<file path="src/rtl/contador_gray_param.sv">
// Parametrised Gray-code counter with up/down count, parallel load and wrap/saturate
// modes. It also keeps a saturating wrap counter and a sticky single-bit-change self-check.
module contador_gray_param #(
    parameter int WIDTH = 5,
    parameter int WRAPW = 8
) (
    input  logic             clk,
    input  logic             reset,
    input  logic             enable,
    input  logic             up_down,
    input  logic             mode_sat,
    input  logic             load,
    input  logic [WIDTH-1:0] load_value,
    output logic [WIDTH-1:0] salida_gray,
    output logic [WIDTH-1:0] salida_bin,
    output logic             at_max,
    output logic             at_min,
    output logic [WRAPW-1:0] vueltas,
    output logic             error_gray
);

    localparam logic [WIDTH-1:0] MAX  = '1;
    localparam logic [WIDTH-1:0] ZERO = '0;
    localparam logic [WIDTH-1:0] ONE  = {{(WIDTH-1){1'b0}}, 1'b1};
    localparam logic [WRAPW-1:0] VMAX = '1;
    localparam logic [WRAPW-1:0] VONE = {{(WRAPW-1){1'b0}}, 1'b1};

    function automatic logic [WIDTH-1:0] to_gray(input logic [WIDTH-1:0] b);
        return b ^ (b >> 1);
    endfunction

    // Exactly one bit set: non-zero and clearing the lowest set bit leaves nothing.
    function automatic logic one_hot(input logic [WIDTH-1:0] x);
        return (x != ZERO) && ((x & (x - ONE)) == ZERO);
    endfunction

    function automatic logic [WRAPW-1:0] sat_inc(input logic [WRAPW-1:0] v);
        return (v == VMAX) ? v : v + VONE;
    endfunction

    logic [WIDTH-1:0] bin, gray;
    logic [WIDTH-1:0] bin_next, gray_next;
    logic [WRAPW-1:0] wraps;
    logic             err;
    logic             step, wrap;

    always_comb begin
        bin_next = bin;
        step     = 1'b0;
        wrap     = 1'b0;
        if (load) begin
            bin_next = load_value;
        end else if (enable) begin
            if (up_down) begin
                if (bin != MAX) begin
                    bin_next = bin + ONE;
                    step     = 1'b1;
                end else if (!mode_sat) begin
                    bin_next = ZERO;
                    step     = 1'b1;
                    wrap     = 1'b1;
                end
            end else begin
                if (bin != ZERO) begin
                    bin_next = bin - ONE;
                    step     = 1'b1;
                end else if (!mode_sat) begin
                    bin_next = MAX;
                    step     = 1'b1;
                    wrap     = 1'b1;
                end
            end
        end
        gray_next = to_gray(bin_next);
    end

    // State register: one cycle from input sampling to outputs
    always_ff @(posedge clk or posedge reset) begin
        if (reset) begin
            bin   <= '0;
            gray  <= '0;
            wraps <= '0;
            err   <= 1'b0;
        end else begin
            bin  <= bin_next;
            gray <= gray_next;
            if (wrap) begin
                wraps <= sat_inc(wraps);
            end
            if (step && !one_hot(gray_next ^ gray)) begin
                err <= 1'b1;
            end
        end
    end

    assign salida_bin  = bin;
    assign salida_gray = gray;
    assign vueltas     = wraps;
    assign error_gray  = err;
    assign at_max      = (bin == MAX);
    assign at_min      = (bin == ZERO);

endmodule

</file>
<file path="config.mk">
export PLATFORM = sky130hd
export DESIGN_NAME = contador_gray_param
export DESIGN_NICKNAME = d
export VERILOG_FILES = /design/src/rtl/contador_gray_param.sv
export SDC_FILE = /design/constraint.sdc
export NUM_CORES = 1
export LEC_CHECK = 0
export CORE_MARGIN = 5
export CORE_UTILIZATION = 50
export DETAILED_ROUTE_END_ITERATION = 7
export PLACE_DENSITY = 0.8
export SLEW_MARGIN = 0
export SYNTH_ARGS = -nofsm -noshare
export SYNTH_HDL_FRONTEND = slang
export SYNTH_SLANG_ARGS = --single-unit
</file>
<file path="constraint.sdc">
create_clock -name clk -period 3 [get_ports clk]
set_input_delay 0.75 -clock clk [delete_from_list [all_inputs] [get_ports clk]]
set_output_delay 0.75 -clock clk [all_outputs]
set_load 0.03 [all_outputs]
</file>
# Word-level counts from Yosys, hierarchy flattened
# Cells that the tools add are included.
# op_classes
add_sub_neg	4
eq_ne	3
mux	18
n_bitwise	4
reduce_logical	8
# op_table
operator	n
$mux 5	7
$mux 1	11
$logic_not 5->1	2
$reduce_bool 5->1	2
$sub 5x1->5 const B	2
$add 8x1->8 const B	1
$eq 8x8->1 const B	1
$add 5x1->5 const B	1
$and 5x5->5	1
$eq 5x5->1 const B	1
$ne 5x5->1 const B	1
$xor 5x4->5	1
$xor 5x5->5	1
$logic_and 1x1->1	2
$reduce_and 2->1	1
$logic_not 1->1	1
$not 1->1	1
# word_totals
reg_bits	19
inputBits	11

# Longest topological paths before layout
# depth
ltp_word	13
mapped_depth	13
ltp_nobuf	12

# Worst setup path before layout
# No wires, ideal clock.
# synth_timing
path_type	register to register
start	register bin[1] (netlist: salida_bin[1])
end	register err (netlist: error_gray)
slack_ps	-124
period_less_slack_ps	3124
required_time_ps	2876
t_arrival_ps	3000
setup_ps	124
n_path_buf	1
stages_incl_launch_ff	12
cell_sequence	dfrtp_1 ha_1 and3_1 ha_1 buf_2 nand2b_1 a31oi_1 a221oi_2 xor2_1 nor3_1 a211o_1 o31a_1
# synth_between
elab_chain_cells	13
word_cells_on_any_way	25
# synth_rtl
element	line_no	text
from (decl)	41	logic [WIDTH-1:0] bin, gray;
from (signal assigned)	85	bin <= bin_next;
$sub 5x1->5, or another cell as far along	65	bin_next = bin - ONE;
$mux 5, on equally long branches	64, 55	
$mux 5	54	if (up_down) begin
$mux 5	53	end else if (enable) begin
$mux 5	51	if (load) begin
$xor 5x4->5	29	return b ^ (b >> 1);
$xor 5x5->5	90	if (step && !one_hot(gray_next ^ gray)) begin
$sub 5x1->5	34	return (x != ZERO) && ((x & (x - ONE)) == ZERO);
$and 5x5->5	34	
$logic_not 5->1	34	
$logic_and 1x1->1	34	
$logic_not 1->1	90	
$logic_and 1x1->1 *	90	
to (signal assigned)	83	err <= 1'b0;
to (signal assigned)	91	err <= 1'b1;
to (decl)	44	logic err;
# Mark *: on every way between the ends. The rest lies on a longest branch, timed or not.
# A chain may end at the register's enable or synchronous reset.

# Final worst setup path
# layout_timing
start	register bin[0] (netlist: salida_bin[0])
end	output port at_min
# layout_between
elab_chain_cells	1
# layout_rtl
element	line_no	text
$logic_not 5->1	101	assign at_min = (bin == ZERO);
to (decl)	17	output logic at_min,
# Every way passes these cells.

==> impl_metrics.tcl <==
set metrics [dict create \
    maxSlewViolCount 0 \
    hp-class "flip-flop to flip-flop" \
    synth_edf_count 0 \
    cts_setup_buffers 0 \
    synth.most_common_cell "dfrtp_1" \
    drtIter0Drc 84 \
    crit_fanout 6 \
    synth_seq_cells 18 \
    drc 0 \
    yosys-top-cells-area "dfrtp_1 32%, xor2_1 5.6%, xnor2_1 5.0%, ha_1 3.5%, nor2_1 3.2%" \
    cap_violations 0 \
    nets 203 \
    ir_drop_mv 0.706 \
    cts.clk_slew.worst_paths_ns 0.10 \
    crit_type "flip-flop to output pin" \
    rsz0062_at_grt "false" \
    seqPwrFrac_pct 34.7 \
    endpoint_kind "output pin" \
    startpoint_type "flip-flop" \
    cellLeakagePower_nw 0.770 \
    cts_max_path_buffers 2 \
    drive_above_1_share_pct 20.9 \
    antenna_cells 0 \
    dp_hpwl_um 2720 \
    p_clk_share_pct 16.0 \
    vias 1263 \
    slowest_stage "or4b_4" \
    yosys.cell_types.count 51 \
    slew-limit-headroom_pct 55.0 \
    fin_crit_ns 2.88 \
    tightest_slew_ns 0.674 \
    cts_made_buffers 3 \
    yosys-top-cells-count "18 x dfrtp_1, 12 x nor2_1, 9 x xor2_1" \
    synth_top_area_cell "dfrtp_1" \
    start_util_pct 51.6 \
    synth_xor_area_share_pct 13.4 \
    p_per_area_nw_per_um2 511 \
    cp_data_required_time_ns 2.25 \
    io_buffers 31 \
    htreeDepth 1 \
    yosys.area_share.simple_pct 22.6 \
    fp.dieH_um 63.1 \
    synth_top_family_by_area "simple AND/OR/NAND/NOR gates" \
    fmaxAchievable_mhz 347 \
    wire_per_inst_um 15.8 \
    clock-sinks 18 \
    place_congestion 0.894 \
    combPwrFrac_pct 49.2 \
    synth_top_area_share_pct 31.9 \
    grt_usage_pct 18.2 \
    synth-adder-area-share_pct 3.55 \
    post-route-util_pct 67.6 \
    dieArea_um2 3990 \
    grt_max_degree 19 \
    n_fill_cell 230 \
    io_pins 32 \
    setup_tns_ns 0 \
    clk-insertion-delay-late_ns 0.29 \
    yosysWarnings 0 \
    routed_via_density 5.79 \
    synthMuxAreaShare_pct 2.22 \
    syn_nets 162 \
    coreArea_um2 2730 \
    std_cell_rows 19 \
    syn_inst 147 \
    p_int_w 0.000565 \
    fin_worst_skew_ns 0.00289 \
    finalHoldViolCount 0 \
    cp_data_arrival_time_ns 2.13 \
    overflow 0 \
    first_global_vias 1257 \
    synth-seq-area-share_pct 31.9 \
    holdBufCountCts 0 \
    synthToLayoutAreaGrowth_pct 31.0 \
    cts_tree "built" \
    switching_share_pct 40.1 \
    dr.pass1.iters 4 \
    setup_violations 0 \
    grt_pass1_wl_um 6000 \
    syn_area_per_cell_um2 9.60 \
    async_flop_share_pct 100 \
    ant_nets 0 \
    power.net_switching_w 0.000379 \
    fin_crit_sh_pct 96.0 \
    syn_area_um2 1410 \
    finalWirelength_um 3450 \
    die_w_um 63.1 \
    antenna_found_initial 0 \
    whs_ns 0.523 \
    cts_root_buffer "clkbuf_4" \
    path_cells "inv_1 > ha_1 > or4b_4 > clkinv_2 > clkdlybuf4s15_1" \
    synth-main-ff-cell "dfrtp_1" \
    synth-compound-area-share_pct 19.9 \
    outcome "finished, final reports clean" \
    critPathMaxStageDelay_ns 0.53 \
]
[power groups by stage]
| stage | logic, W | registers, W | clock network [W] |
|---|---|---|---|
| final | 0.000465 | 0.000328 | 0.000152 |
| after global routing | 0.000500 | 0.000334 | 0.000168 |
| after CTS | 0.000467 | 0.000327 | 0.000155 |
| after detailed placement | 0.000465 | 0.000331 | 0 |
| after global placement | 0.000447 | 0.000328 | 0 |
| after floorplan | 0.000243 | 0.000388 | 0 |
[repair_timing]
| action | in CTS | in global routing |
|---|---|---|
| setup endpoints to repair | 1 | 1 |
| pin swaps | 0 | 0 |
| gates cloned | 0 | 0 |
| resized for setup | 1 | 1 |
[area by class of cell]
cell class	count	area, um2	area share [%]
Timing Repair Buffer	46	423	22.9
Sequential cell	18	454	24.6
Clock buffer	4	36.3	1.96
Multi-Input combinational cell	113	873	47.2
Inverter	6	23.8	1.29
Tap cell	31	38.8	2.10
[sequential cells by signal (all words and copies together) (netlist names)]
signal	cells
vueltas	8
salida_bin	5
salida_gray	4
error_gray	1
[placed cells by master (no fill, tap or decap), drive strengths merged, types with 2 or more instances in the layout]
cell,synthesis,routed
xnor2,8,8
nand2b,7,7
inv,5,5
nor3,2,2
a31oi,4,4
buf,9,15
ha,4,4
clkdlybuf4s50,0,30
nor3b,5,5
nand3,6,6
mux2i,2,2
nand4,3,3
or4b,2,2
clkbuf,1,4
nand3b,2,2
o21ai,6,6
nand2,8,8
xor2,10,10
nor2,13,13
o31ai,3,3
dfrtp,18,18
a211o,2,2
and3,2,2
a211oi,3,3
a21oi,6,6
[cell families after synthesis]
logic type / count (synthesis)
xor gates and xnor gates: 19
muxes: 3
buffers and inverters: 16
DFF: 18
adders and majority gates: 4
and+or+nand+nor: 53
AOI/OAI and AO/OA: 34
[per-layer routing]
layer	part of all wire (%)	vias to the layer above	GRT usage, %
met2	51	39	31.3
met3	5.6	2	4.26
met1	43	618	23.3
li1	-	604	-
met5	0	-	0
met4	0.38	0	3.18
[path summary, 6_finish.rpt]
path | start | endpoint | slack, ns | cells past startpoint
max in group asynchronous | reset | salida_bin[1]$_DFF_PP0_ | 1.69 | 2
max | salida_bin[0]$_DFF_PP0_ | at_min | 0.12 | 5
min | vueltas[4]$_DFFE_PP0P_ | vueltas[4]$_DFFE_PP0P_ | 0.52 | 1
min reg2reg | vueltas[4]$_DFFE_PP0P_ | vueltas[4]$_DFFE_PP0P_ | 0.52 | 1
min in group asynchronous | reset | salida_gray[1]$_DFF_PP0_ | 0.84 | 2
max reg2reg | salida_bin[0]$_DFF_PP0_ | error_gray$_DFFE_PP0P_ | 0.18 | 10
[critical path, delay by kind of cell (launching register included)]
| family | cells | cell delay [ns] |
|---|---|---|
| flops | 1 | 0.47 |
| buf+inv | 3 | 0.58 |
| fa+ha+maj | 1 | 0.26 |
| simple gates | 1 | 0.53 |
[stage by stage]
stage               cells  total power (W)  worst slack [ns]  instance area [um2]
floorplan             147         0.000631            0.0781                 1420
global placement      214         0.000775           -0.0872                 1810
detailed placement    214         0.000796            -0.153                 1810
CTS                   218         0.000948            0.0840                 1850
global route          218          0.00100            0.0247                 1850
finish                218         0.000944             0.120                 1850
No activity file was read; power rests on OpenSTA's default activity.
